<file path="src/rtl/id_ex_reg.sv">
// ID/EX pipeline register: captures decode-stage control and operands for the execute stage.
// Supports stall (data_hit=0), bubble insertion (flush clears control only) and sync reset.
module id_ex_reg (
   input  logic        clk,
   input  logic        rst,
   input  logic        data_hit,
   input  logic        flush,
   input  logic [1:0]  ctlwb_out,
   input  logic [2:0]  ctlm_out,
   input  logic [3:0]  ctlex_out,
   input  logic [31:0] npc,
   input  logic [31:0] readdata1,
   input  logic [31:0] readdata2,
   input  logic [31:0] signex_out,
   input  logic [4:0]  instr_2016,
   input  logic [4:0]  instr_1511,
   output logic [1:0]  wb_ctlout,
   output logic [2:0]  m_ctlout,
   output logic [3:0]  ex_ctlout,
   output logic [31:0] npcout,
   output logic [31:0] rdata1out,
   output logic [31:0] rdata2out,
   output logic [31:0] s_extendout,
   output logic [4:0]  instrout_2016,
   output logic [4:0]  instrout_1511
);

   // Power-up value of zero so an un-reset pipeline shows bubbles rather than X.
   logic [1:0]  wb_q   = '0;
   logic [2:0]  m_q    = '0;
   logic [3:0]  ex_q   = '0;
   logic [31:0] npc_q  = '0;
   logic [31:0] rd1_q  = '0;
   logic [31:0] rd2_q  = '0;
   logic [31:0] sext_q = '0;
   logic [4:0]  rt_q   = '0;
   logic [4:0]  rd_q   = '0;

   // Control fields: flush forces a bubble even while stalled.
   always_ff @(posedge clk) begin
      if (rst) begin
         wb_q <= '0;
         m_q  <= '0;
         ex_q <= '0;
      end else if (flush) begin
         wb_q <= '0;
         m_q  <= '0;
         ex_q <= '0;
      end else if (data_hit) begin
         wb_q <= ctlwb_out;
         m_q  <= ctlm_out;
         ex_q <= ctlex_out;
      end
   end

   // Data and register-field outputs ignore flush; only the stall gates them.
   always_ff @(posedge clk) begin
      if (rst) begin
         npc_q  <= '0;
         rd1_q  <= '0;
         rd2_q  <= '0;
         sext_q <= '0;
         rt_q   <= '0;
         rd_q   <= '0;
      end else if (data_hit) begin
         npc_q  <= npc;
         rd1_q  <= readdata1;
         rd2_q  <= readdata2;
         sext_q <= signex_out;
         rt_q   <= instr_2016;
         rd_q   <= instr_1511;
      end
   end

   assign wb_ctlout     = wb_q;
   assign m_ctlout      = m_q;
   assign ex_ctlout     = ex_q;
   assign npcout        = npc_q;
   assign rdata1out     = rd1_q;
   assign rdata2out     = rd2_q;
   assign s_extendout   = sext_q;
   assign instrout_2016 = rt_q;
   assign instrout_1511 = rd_q;

endmodule

</file>
<file path="config.mk">
export PLATFORM = sky130hd
export DESIGN_NAME = id_ex_reg
export DESIGN_NICKNAME = d
export VERILOG_FILES = /design/src/rtl/id_ex_reg.sv
export SDC_FILE = /design/constraint.sdc
export NUM_CORES = 1
export LEC_CHECK = 0
export ABC_AREA = 1
export CAP_MARGIN = 20
export CORE_MARGIN = 4
export CORE_UTILIZATION = 25
export DETAILED_ROUTE_END_ITERATION = 16
export PLACE_DENSITY_LB_ADDON = 0.2
export SYNTH_ARGS = -nofsm -noshare
export SYNTH_HDL_FRONTEND = slang
export SYNTH_SLANG_ARGS = --single-unit
</file>
<file path="constraint.sdc">
create_clock -name clk -period 0.8 [get_ports clk]
set_input_delay 0.12 -clock clk [delete_from_list [all_inputs] [get_ports clk]]
set_output_delay 0.12 -clock clk [all_outputs]
set_load 0.02 [all_outputs]
</file>
==> results_dict.tcl <==
set metrics [dict create \
    finalPower_mw 20.7 \
    whs_endpoint "rdata1out[2]" \
    grt_max_degree 48 \
    grt_use_total 0.134 \
    critPathRequiredTime_ns 0.68 \
    vdd_drop_max_mv 0.996 \
    fp-row-count 57 \
    final_cell_mix "nand2_1, nor2_1, clkdlybuf4s50_1" \
    initialDrtViolationCount 176 \
    die_h_um 165 \
    synth_cell_types 10 \
    synth_top_family_by_area "simple AND/OR/NAND/NOR gates" \
    grt_pass1_wl_um 28600 \
    critPathMaxFanout 2 \
    fmax_mhz 1000 \
    fillers 2542 \
    hold_viol_final 0 \
    clock_path_buffers 2 \
    drt-vias-per-instance 3.80 \
    port_buffers 297 \
    avgSynthCellArea_um2 6.59 \
    h-tree-depth 4 \
    r2r_end "npcout[19]" \
    cp-end-kind "output pin" \
    cts_hold_repair.buffers 0 \
    min_path_cells 4 \
    cp_top_family "flip-flops" \
    mostFrequentLayoutCell "nand2_1" \
    synth-compound-area-share 0 \
    postRouteAntennaNets 0 \
    drc 0 \
    slowest_stage "dfxtp_2" \
    regArea_um2 3130 \
    leakagePower_nw 5.38 \
    slew_headroom 0.752 \
    worst_slack_ns -0.196 \
    crit_chain "buf_6" \
    cts_buffers 17 \
    powerDensity_nw_per_um2 1980 \
    drv_slew 0 \
    ys_ff_latch 147 \
    clock-sinks 147 \
    fin_hold_ws_ns 0.248 \
    path_clk_slew_ns 0.06 \
    yosys.area_share.simple 0.360 \
    fin_util 0.431 \
    grt_antenna_before_repair 0 \
    gp_congestion 0.730 \
    arrival_ns 0.88 \
    clk_latency_ns 0.41 \
    multi_input_area_um2 2220 \
    die-area_um2 27100 \
    die_w_um 165 \
    area_delta_synth_final_pct 70.1 \
    antennaDiodeCount 0 \
    core_area_um2 24200 \
    synthAdderAreaFrac 0 \
    hold_path.class "in2reg" \
    cts_tree "done" \
    io_pins 298 \
    synthesis.area_um2 6140 \
    grt_overflow 0 \
    final_cell_area_um2 10400 \
    first_pass_iters 4 \
    drv_cap 0 \
    dp_hpwl_um 13300 \
    worstSetupPathType "reg2out" \
    violations "setup timing" \
    totalWireLength_um 18700 \
    regToRegSetupSlack_ns 0.02 \
    syn_inst 932 \
    synth-xor-area-share 0 \
    fin_skew_ns 0 \
    critPathLaunchType "flop" \
    rr_worst_depth 4 \
    grt_pass1_vias 5595 \
    r2r_start "npcout[19]" \
    status "finished, violations left" \
    nets 1380 \
    initial_core_util 0.253 \
    cts-root-buf "clkbuf_16" \
    yosysSeqAreaShare 0.479 \
    drive_above_1_share 0.288 \
    synth_fp_nets 1083 \
    finalSetupViolCount 147 \
    slowest_delay_ns 0.34 \
    rsz0062_at_grt "true" \
    finalCritPeriodShare 1.25 \
    period_minus_slack_ns 0.996 \
    num_vias 5944 \
    tns_ns -26.42 \
    wl_per_cell_um 12.0 \
    synth.area.mux_share 0 \
    worst-path-buf-inv 1 \
    tightest_slew_ns 0.371 \
    placed_area_um2 9360 \
    yosysWarnings 0 \
    hold_start "data_hit" \
]
-- kinds of logic (layout without fill, tap and decap cells) --
| logic type | after synthesis | count (layout) |
|---|---|---|
| flip-flops | 147 | 147 |
| buffers and inverters | 196 | 504 |
| AND/OR/NAND/NOR | 589 | 589 |
-- power breakdown --
part | total (mW) | leakage (nW) | internal, mW | switching [mW]
combinational | 4.01 | 3.83 | 2.14 | 1.87
sequential | 8.28 | 1.26 | 7.93 | 0.345
clock | 8.43 | 0.285 | 5.21 | 3.22
total | 20.7 | 5.38 | 15.3 | 5.43
-- worst max-delay path by stage --
stage / from / endpoint / cells past startpoint
global placement: rst / wb_ctlout[0] / 4
global route: rdata1out[0] / rdata1out[0] / 1
detailed placement: rst / m_ctlout[2] / 4
floorplan: data_hit / ex_ctlout[3] / 5
CTS: rdata1out[0] / rdata1out[0] / 1
finish: rdata1out[0] / rdata1out[0] / 1
-- flip-flops by register name, summed over array words and instances, names as in the netlist --
name           flops
npcout            32
rdata1out         32
rdata2out         32
s_extendout       32
instrout_1511      5
instrout_2016      5
ex_ctlout          4
m_ctlout           3
wb_ctlout          2
-- synth_stat cells --
| library cell | instances | share of area |
|---|---|---|
| dfxtp_1 | 147 | 0.48 |
| buf_4 | 22 | 0.027 |
| inv_1 | 147 | 0.090 |
| buf_6 | 20 | 0.037 |
| buf_2 | 4 | 0.0033 |
| inv_2 | 1 | 0.00061 |
| nand2_1 | 294 | 0.18 |
| clkbuf_1 | 1 | 0.00061 |
| buf_8 | 1 | 0.0024 |
| nor2_1 | 295 | 0.18 |
-- metal layers --
| metal | global-route usage | up-vias | part of all wire |
|---|---|---|---|
| li1 | - | 3215 | - |
| met1 | 0.153 | 2532 | 0.42 |
| met2 | 0.227 | 190 | 0.46 |
| met3 | 0.0644 | 7 | 0.11 |
| met4 | 0.0272 | 0 | 0.0064 |
| met5 | 0 | - | 0 |
-- stage by stage --
step,setup WS (ns),std cells
after floorplan,0.0407,932
after global placement,-0.558,1526
after detailed placement,-0.594,1526
after CTS,-0.236,1562
after global routing,-0.255,1564
final,-0.196,1564
-- timing repair --
action                     in CTS  in global routing
gates cloned                    2                  0
setup endpoints to repair     212                147
pin swaps                       0                  1
buffers inserted                4                  2
gates resized for setup      1037                  3
-- cell type report --
| class | instances | area share |
|---|---|---|
| clock buffer | 18 | 0.0411 |
| clock inverter | 12 | 0.0174 |
| inverter | 148 | 0.0537 |
| multi-input combinational | 589 | 0.213 |
| sequential | 147 | 0.299 |
| tap | 324 | 0.0388 |
| timing repair buffer | 325 | 0.336 |
| timing repair inverter | 1 | 0.000599 |
(Power assumes the default switching activity.)
